`config.mk`:
```
export PLATFORM = sky130hd
export DESIGN_NAME = sme_sched
export DESIGN_NICKNAME = d
export VERILOG_FILES = /design/src/rtl/sme_sched.sv
export SDC_FILE = /design/constraint.sdc
export NUM_CORES = 1
export LEC_CHECK = 0
export BUFFER_PORTS_ARGS = -buffer_cell sky130_fd_sc_hd__buf_2
export CAP_MARGIN = 40
export CORE_MARGIN = 2
export CORE_UTILIZATION = 60
export CTS_BUF_LIST = sky130_fd_sc_hd__clkbuf_8
export CTS_CLUSTER_SIZE = 20
export DETAILED_ROUTE_END_ITERATION = 10
export PLACE_DENSITY_LB_ADDON = 0.1
export RECOVER_POWER = 100
export SLEW_MARGIN = 20
export SYNTH_ARGS = -nofsm -noshare
export SYNTH_HDL_FRONTEND = slang
export SYNTH_SLANG_ARGS = --single-unit
export TNS_END_PERCENT = 20
```
`constraint.sdc`:
```
create_clock -name clk -period 3.5 [get_ports clk]
set_clock_uncertainty 0.1 [all_clocks]
set_input_delay 0.175 -clock clk [delete_from_list [all_inputs] [get_ports clk]]
set_output_delay 0.175 -clock clk [all_outputs]
set_load 0.005 [all_outputs]
```
`src/rtl/sme_sched.sv`:
```
// sme_sched: buffers one string and up to PAT_SLOTS patterns, replays string+pattern
// into the matching engine once per slot and returns one tagged result per slot.
module sme_sched #(
  parameter int STR_MAX   = 32,
  parameter int PAT_SLOTS = 4,
  parameter int PAT_MAX   = 8,
  parameter int TIMEOUT   = 63
) (
  input  logic       clk,
  input  logic       reset_n,
  input  logic       str_we,
  input  logic [7:0] str_data,
  input  logic       pat_we,
  input  logic [7:0] pat_data,
  input  logic       pat_last,
  input  logic       start,
  output logic       busy,
  output logic       done,
  output logic       err,
  output logic [7:0] sme_chardata,
  output logic       sme_isstring,
  output logic       sme_ispattern,
  input  logic       sme_valid,
  input  logic       sme_match,
  input  logic [4:0] sme_match_index,
  output logic       res_valid,
  input  logic       res_ready,
  output logic       res_match,
  output logic [4:0] res_index,
  output logic [1:0] res_pat_id,
  output logic       res_timeout
);
  localparam int SW  = $clog2(STR_MAX + 1);
  localparam int SA  = $clog2(STR_MAX);
  localparam int PW  = $clog2(PAT_MAX + 1);
  localparam int PA  = $clog2(PAT_MAX);
  localparam int CW  = $clog2(PAT_SLOTS + 1);
  localparam int SLW = $clog2(PAT_SLOTS);
  localparam int TW  = $clog2(TIMEOUT + 1);
  typedef enum logic [2:0] {IDLE, SEND_STR, SEND_PAT, WAIT, REPORT} state_t;
  state_t state;
  logic [7:0] str_buf [STR_MAX];
  logic [7:0] pat_buf [PAT_SLOTS][PAT_MAX];
  logic [PW-1:0] pat_len [PAT_SLOTS];
  logic [SW-1:0] str_len, idx;
  logic [CW-1:0] pat_cnt;
  logic [PW-1:0] pat_fill;
  logic [SLW-1:0] slot;
  logic [TW-1:0] tcnt;
  logic str_full, pat_full, fill_full, pat_ok;
  assign busy      = state != IDLE;
  assign str_full  = str_len == SW'(STR_MAX);
  assign pat_full  = pat_cnt == CW'(PAT_SLOTS);
  assign fill_full = pat_fill == PW'(PAT_MAX);
  assign pat_ok    = state == IDLE && pat_we && !pat_full;
  // Buffer storage carries no reset; validity is tracked by str_len / pat_cnt.
  always_ff @(posedge clk) begin
    if (state == IDLE && str_we && !str_full) str_buf[str_len[SA-1:0]] <= str_data;
    if (pat_ok && !fill_full) pat_buf[pat_cnt[SLW-1:0]][pat_fill[PA-1:0]] <= pat_data;
    if (pat_ok && pat_last) pat_len[pat_cnt[SLW-1:0]] <= pat_fill + PW'(!fill_full);
  end
  always_ff @(posedge clk or negedge reset_n) begin
    if (!reset_n) begin
      state         <= IDLE;
      str_len       <= '0;
      pat_cnt       <= '0;
      pat_fill      <= '0;
      slot          <= '0;
      idx           <= '0;
      tcnt          <= '0;
      done          <= 1'b0;
      err           <= 1'b0;
      sme_chardata  <= '0;
      sme_isstring  <= 1'b0;
      sme_ispattern <= 1'b0;
      res_valid     <= 1'b0;
      res_match     <= 1'b0;
      res_index     <= '0;
      res_pat_id    <= '0;
      res_timeout   <= 1'b0;
    end else begin
      done <= 1'b0;
      if (state != IDLE && (str_we || pat_we)) err <= 1'b1;
      case (state)
        IDLE: begin
          if (str_we) begin
            if (str_full) err <= 1'b1;
            else str_len <= str_len + SW'(1);
          end
          if (pat_we) begin
            if (pat_full || fill_full) err <= 1'b1;
            if (!pat_full) begin
              pat_fill <= pat_last ? '0 : pat_fill + PW'(!fill_full);
              if (pat_last) pat_cnt <= pat_cnt + CW'(1);
            end
          end
          if (start) begin
            if (str_len == '0 || pat_cnt == '0) done <= 1'b1;
            else begin
              err          <= 1'b0;
              slot         <= '0;
              state        <= SEND_STR;
              sme_isstring <= 1'b1;
              sme_chardata <= str_buf[0];
              idx          <= SW'(1);
            end
          end
        end
        SEND_STR:
          if (idx == str_len) begin
            sme_isstring <= 1'b0;
            idx          <= SW'(1);
            if (pat_len[slot] == '0) begin
              state        <= WAIT;
              sme_chardata <= '0;
              tcnt         <= '0;
            end else begin
              state         <= SEND_PAT;
              sme_ispattern <= 1'b1;
              sme_chardata  <= pat_buf[slot][0];
            end
          end else begin
            sme_chardata <= str_buf[idx[SA-1:0]];
            idx          <= idx + SW'(1);
          end
        SEND_PAT:
          if (idx == SW'(pat_len[slot])) begin
            state         <= WAIT;
            sme_ispattern <= 1'b0;
            sme_chardata  <= '0;
            tcnt          <= '0;
          end else begin
            sme_chardata <= pat_buf[slot][idx[PA-1:0]];
            idx          <= idx + SW'(1);
          end
        WAIT:
          if (sme_valid || tcnt == TW'(TIMEOUT - 1)) begin
            state       <= REPORT;
            res_valid   <= 1'b1;
            res_pat_id  <= slot;
            res_match   <= sme_valid & sme_match;
            res_index   <= sme_valid ? sme_match_index : '0;
            res_timeout <= !sme_valid;
          end else tcnt <= tcnt + TW'(1);
        REPORT:
          if (res_ready) begin
            res_valid <= 1'b0;
            if (CW'(slot) + CW'(1) == pat_cnt) begin
              state    <= IDLE;
              done     <= 1'b1;
              str_len  <= '0;
              pat_cnt  <= '0;
              pat_fill <= '0;
            end else begin
              slot         <= slot + SLW'(1);
              state        <= SEND_STR;
              sme_isstring <= 1'b1;
              sme_chardata <= str_buf[0];
              idx          <= SW'(1);
            end
          end
        default: state <= IDLE;
      endcase
    end
  end
endmodule
```
* Word-level counts from Yosys, hierarchy flattened
Memory sizes are Yosys's and may differ from the RTL's.
Index checks and enable logic that the tools add are counted.
** Storage, ports and cells
- Register bits after elaboration :: 52
- Memories kept :: 3
- Bits in read-only memories :: 0
- Bits in writable memories :: 528
- Latch bits :: 0
- Bits of input ports :: 30
- Output and inout port bits :: 23
** Cells by class
- $add $sub $neg :: 7
- Bitwise logic cells :: 3
- Equal/unequal tests :: 28
- $mul :: 0
- Divide/modulo/power cells :: 0
- Mux-type cells :: 89
- Shift-type cells :: 0
- Reductions and logical operators :: 39
- $lt $le $gt $ge :: 3
** Memories
- pat_buf :: words 4, bits a word 64, rd ports 1, clocked after Yosys merged registers in 0, wr ports 1, RTL line 43 : logic [7:0] pat_buf [PAT_SLOTS][PAT_MAX];
- str_buf :: words 32, bits a word 8, rd ports 2, clocked after Yosys merged registers in 0, wr ports 1, RTL line 42 : logic [7:0] str_buf [STR_MAX];
- pat_len :: words 4, bits a word 4, rd ports 1, clocked after Yosys merged registers in 0, wr ports 1, RTL line 44 : logic [PW-1:0] pat_len [PAT_SLOTS];
** Operators by type and width (number)
- $mux W6 :: 14
- $mux W8 :: 10
- $mux W64 :: 1
- $ne A2 B2 Y1 const B :: 17
- $mux W3 :: 11
- $pmux W8 S4 :: 1
- $mux W1 :: 29
- $reduce_and A5 Y1 :: 5
- $bmux W8 S3 :: 1
- $demux W8 S3 :: 1
- $pmux W6 S4 :: 1
- $reduce_and A6 Y1 :: 4
- $mux W4 :: 5
- $add A6 B1 Y6 const B :: 3
- $pmux W6 S3 :: 1
- $pmux W3 S5 :: 1
- $eq A6 B6 Y1 const B :: 2
- $pmux W6 S2 :: 1
- $reduce_bool A3 Y1 :: 3
- $ge A4 B4 Y1 const B :: 2
- $logic_and A1 B1 Y1 :: 8
- $mux W2 :: 4
- $not A3 Y4 :: 2
- $pmux W4 S2 :: 1
- other kinds (28) :: 41

* Logic depth before layout (Yosys ltp)
- Depth after elaboration :: 10
- Gate-level depth with buffers :: 10
- Gate-level depth less buffers :: 8

* Worst setup path before layout
Ideal clock, no wire load.
- Path kind :: register to register
- Start point :: reg state[2]
- End point :: mem str_buf[10][0], enable pin
- Required time :: 3.030 ns
- Stages on the path, launching flop included :: 7
- Slack :: 0.809 ns
- Arrival time :: 2.221 ns
- Cells stage by stage :: dfrtp_1 -> clkbuf_1 -> nor3_1 -> inv_1 -> a211oi_1 -> nand2_1 -> nor2_1
** Between the ends
- Word-level cells in the longest chain between the ends :: 5
** RTL lines
- start: declaration :: RTL line 41 : state_t state;
- start signal: assignment :: RTL line 64 : state <= IDLE;
- start signal: assignment :: RTL line 102 : state <= SEND_STR;
- start signal: assignment :: RTL line 114 : state <= WAIT;
- $logic_not A3 Y1 :: RTL line 58 : if (state == IDLE && str_we && !str_full) str_buf[str_len[SA-1:0]] <= str_data;
- $logic_and A1 B1 Y1 (2 in a row) :: RTL line 58
- $mux W1 :: RTL line 58
- $mux W1 (not written as such) :: RTL line 58
- end: declaration :: RTL line 42
No other way between the ends.

* Worst setup path in the final report
- Start point :: reg slot[1]
- End point :: reg pat_cnt[0]
** Between the ends
- Word-level cells in the longest chain between the ends :: 4
** RTL lines
- start: declaration :: RTL line 48 : logic [SLW-1:0] slot;
- start signal: assignment :: RTL line 155 : slot <= slot + SLW'(1);
- $add A2 B1 Y3 :: RTL line 148 : if (CW'(slot) + CW'(1) == pat_cnt) begin
- $eq A3 B3 Y1 :: RTL line 148
- $ne A2 B2 Y1 (no source line)
- $reduce_and A6 Y1 (no source line)
- end signal: assignment :: RTL line 94 : if (pat_last) pat_cnt <= pat_cnt + CW'(1);
- end: declaration :: RTL line 46 : logic [CW-1:0] pat_cnt;
No other way between the ends.
A chain may end at the register's enable or synchronous reset.

==> metrics.log <==
INFO  metric hold-path-endpoint = res_index[1]$_DFFE_PN0P_
INFO  metric timing.final.crit_share = 92.56%
INFO  metric timing.reg2reg.worst_path_depth = 6
INFO  metric worstPathRequired = 3930 ps
INFO  metric routedWlPerCell = 25.65 um
INFO  metric final_nets = 1,535
INFO  metric globalplace.congestion = 0.9224
INFO  metric drt_iter0_drc = 1,150
INFO  metric core.rowCount = 73
INFO  metric clkSlewWorstSetupHoldPaths = 60 ps
INFO  metric outcome = finished, violations left
INFO  metric switchingPower = 5.769 mW
INFO  metric clk_latency = 650 ps
INFO  metric comb_power_share = 25.4%
INFO  metric detail_route.drc_violations = 0
INFO  metric route.antenna.remaining_nets = 0
INFO  metric sw_frac_of_total = 31.18%
INFO  metric register_to_register_setup_slack = 260 ps
INFO  metric timing.rr.end = pat_cnt[0]$_DFFE_PN0P_
INFO  metric worst_setup_path_start_kind = register
INFO  metric placed_cell_areas = 24,650 um^2
INFO  metric fp.dieArea = 41,350 um^2
INFO  metric synth_top_area_share = 66.51%
INFO  metric maxCapViolations = 14
INFO  metric synth_area = 23,840 um^2
INFO  metric crit-reg2reg-launch = slot[1]$_DFFE_PN0P_
INFO  metric synth.net_count = 1,399
INFO  metric timing_max_transition_violations_final = 461
INFO  metric drive_gt1_share = 18.67%
INFO  metric core_area = 39,460 um^2
INFO  metric post_synth.cell_area_avg = 17.61 um^2
INFO  metric tritoncts = built
INFO  metric post-route-min-period = 3240 ps
INFO  metric global_route_wire_length_before_repair = 80,770 um
INFO  metric syn_inst = 1,354
INFO  metric worst_slew_margin_rel = -21.95%
INFO  metric number_of_hold_violations_in_the_final_report = 0
INFO  metric deepest_level_of_the_cts_h_tree = 3
INFO  metric clk_root_buffer_cell = clkbuf_8
INFO  metric worstSetupEndpointType = register
INFO  metric hold_class = input port to register
INFO  metric timing_worst_slew_pin_value = 1829 ps
INFO  metric postSynth.asyncResetShare = 8.966%
INFO  metric initial_core_util = 60.42%
INFO  metric area_growth_syn_to_layout = 11.39%
INFO  metric criticalPathCategory = register to register
INFO  metric cts.path.max_buffers = 3
INFO  metric timing.critical_path.fanout_max = 31
INFO  metric detail_route.first_pass.iterations = 5
INFO  metric synth_seq_area_share = 71.96%
INFO  metric post-cts-setup-buffer-count = 0
INFO  metric global_route.overflow_total = 0
INFO  metric violations = capacitance limit, slew limit
INFO  metric synth_edf_count = 528
INFO  metric total_leakage_power = 8.752 nW
INFO  metric cts.hold.buffers_added = 27
INFO  metric globalRouteTotalUtil = 26.61%
INFO  metric n_antenna_cell = 0
INFO  metric io-pin-count = 53
INFO  metric vias_per_cell = 6.213
INFO  metric ctsResizeCount = 0
INFO  metric fmax = 308.7 MHz
INFO  metric number_of_antenna_violations_at_the_first_check_in_global_routing = 0
INFO  metric ys_types = 72
INFO  metric count_of_state_elements_after_synthesis = 580
INFO  metric die_height = 203.3 um
INFO  metric p_clk_share = 28.7%
INFO  metric grt_max_degree = 55
INFO  metric post-synth-top-area-cell = edfxtp_1
INFO  metric vias = 12,948
INFO  metric post_synth_most_frequent_cells = 528 x edfxtp_1, 95 x mux2i_1, 93 x mux4_2, 74 x nor2_1, 64 x nand2_1
INFO  metric postRouteWirelength = 53,450 um
INFO  metric fill_cells = 2,683
INFO  metric yosys.cell_count.top_type = edfxtp_1
INFO  metric detailedPlacementHpwl = 34,310 um
INFO  metric arrival_time_of_data_at_the_critical_path_endpoint = 3670 ps
INFO  metric postLayoutCellArea = 26,560 um^2
INFO  metric yosysWarnings = 0
INFO  metric chipWidth = 203.3 um
INFO  metric number_of_buffers_inserted_during_clock_tree_synthesis = 91
INFO  metric via_count_of_the_first_global_routing_pass = 13,151
INFO  metric power.sequential.fraction = 45.8%
INFO  metric synth.top_cells.by_area = edfxtp_1 67%, mux4_2 8.8%, dfrtp_1 5.5%, mux2i_1 4.0%, a22oi_1 1.3%
INFO  metric p_int = 12.73 mW
INFO  metric min_from = sme_match_index[1]
INFO  metric io_buffers = 52
INFO  metric rsz0062_at_grt = no
INFO  metric synth-main-ff-cell = edfxtp_1
INFO  metric final.setup.tns = 0 ps
INFO  metric power_per_cell_area = 696.7 nW/um^2
INFO  metric cts_sinks = 580
INFO  metric setup_viol = 0
INFO  metric vdd.ir_drop.worst = 0.4860 mV
INFO  metric hold_depth = 3
## metrics by stage
| stage | instances | utilization (%) | power (mW) | setup WS, ps | hold slack [ps] |
|---|---|---|---|---|---|
| after global placement | 1891 | 62.47 | 13.23 | 599.7 | 178.1 |
| final | 2084 | 67.30 | 18.50 | 260.2 | 180.5 |
| after CTS | 2081 | 67.42 | 18.61 | 485.4 | 4.484 |
| after floorplan | 1354 | - | 11.78 | 808.7 | -220.6 |
| after global routing | 2084 | 67.30 | 19.28 | 138.7 | 163.6 |
| after detailed placement | 1892 | 62.48 | 13.29 | 508.1 | 177.9 |
## how the worst max path moves through the flow
stage,startpoint,to,cells after the start
after floorplan,state[2]$_DFFE_PN0P_,str_buf[10][0]$_DFFE_PP_,6
after global placement,pat_cnt[0]$_DFFE_PN0P_,pat_buf[1][51]$_DFFE_PP_,7
after detailed placement,pat_cnt[0]$_DFFE_PN0P_,pat_buf[3][51]$_DFFE_PP_,7
after CTS,pat_cnt[0]$_DFFE_PN0P_,pat_buf[3][50]$_DFFE_PP_,7
after global routing,pat_cnt[0]$_DFFE_PN0P_,pat_buf[2][56]$_DFFE_PP_,7
final,slot[1]$_DFFE_PN0P_,pat_cnt[0]$_DFFE_PN0P_,6
## layout make-up
type	count	area (um^2)	area share, %
inverter	16	60.06	0.2262
multi-input combinational	689	6218	23.42
clock inverter	66	356.6	1.343
timing repair buffer	112	769.5	2.898
tap	525	656.9	2.474
clock buffer	96	1321	4.976
sequential	580	17170	64.67
## cells in the final DEF, fill, tap and decap left out, types with 27 or more instances in the layout
cell type	synthesis	layout
a21oi_1	36	36
a22oi_1	40	40
and2_0	0	31
buf_2	31	27
clkbuf_1	23	29
clkbuf_8	0	96
dfrtp_1	52	47
dlygate4sd3_1	0	28
edfxtp_1	528	528
inv_1	15	48
mux2i_1	95	95
mux4_2	93	93
nand2_1	64	64
nor2_1	74	74
## cell families (layout without fill, tap and decap cells)
family / Yosys count / after routing / share of synthesized area, %
DFF: 580 / 580 / 71.96
adders and majority gates: 15 / 15 / 0.7872
buffers and inverters: 85 / 290 / 1.889
AOI/OAI and AO/OA: 179 / 179 / 5.332
muxes: 198 / 198 / 13.33
and+or+nand+nor: 276 / 276 / 5.868
xor gates and xnor gates: 21 / 21 / 0.8345
## critical path, stage by stage, from the launching register on
cell     delay (ps)
dfrtp_4         700
ha_1            340
xor2_1          200
nor4_1          490
o21ai_0         540
or2_2           470
mux2_2          260
## state kept, by name (all words and copies together) (netlist names)
register	flops
pat_buf	256
err	1
state	3
tcnt	6
pat_cnt	3
res_pat_id	2
slot	2
str_buf	256
sme_isstring	1
str_len	6
sme_chardata	8
res_timeout	1
sme_ispattern	1
pat_len	16
pat_fill	4
res_index	5
done	1
idx	6
res_valid	1
res_match	1
## power by group through the flow
| stage | clock [mW] | combinational, mW | sequential, mW |
|---|---|---|---|
| floorplan | 0 | 3.54 | 8.25 |
| detailed placement | 0 | 4.67 | 8.62 |
| global route | 5.71 | 5.03 | 8.54 |
| global placement | 0 | 4.63 | 8.60 |
| finish | 5.32 | 4.70 | 8.48 |
| CTS | 5.41 | 4.73 | 8.48 |
## metal layers
layer | vias to the layer above | wire [um] | share of wire, % | track usage (%)
met3 | 107 | 3533 | 6.6 | 4.890
met2 | 544 | 26280 | 49 | 43.24
met1 | 6609 | 21900 | 41 | 36.68
li1 | 5688 | - | - | -
met4 | 0 | 1724 | 3.2 | 9.619
met5 | - | 0 | 0 | 0
Note: power is estimated with default switching activity, not from simulation.
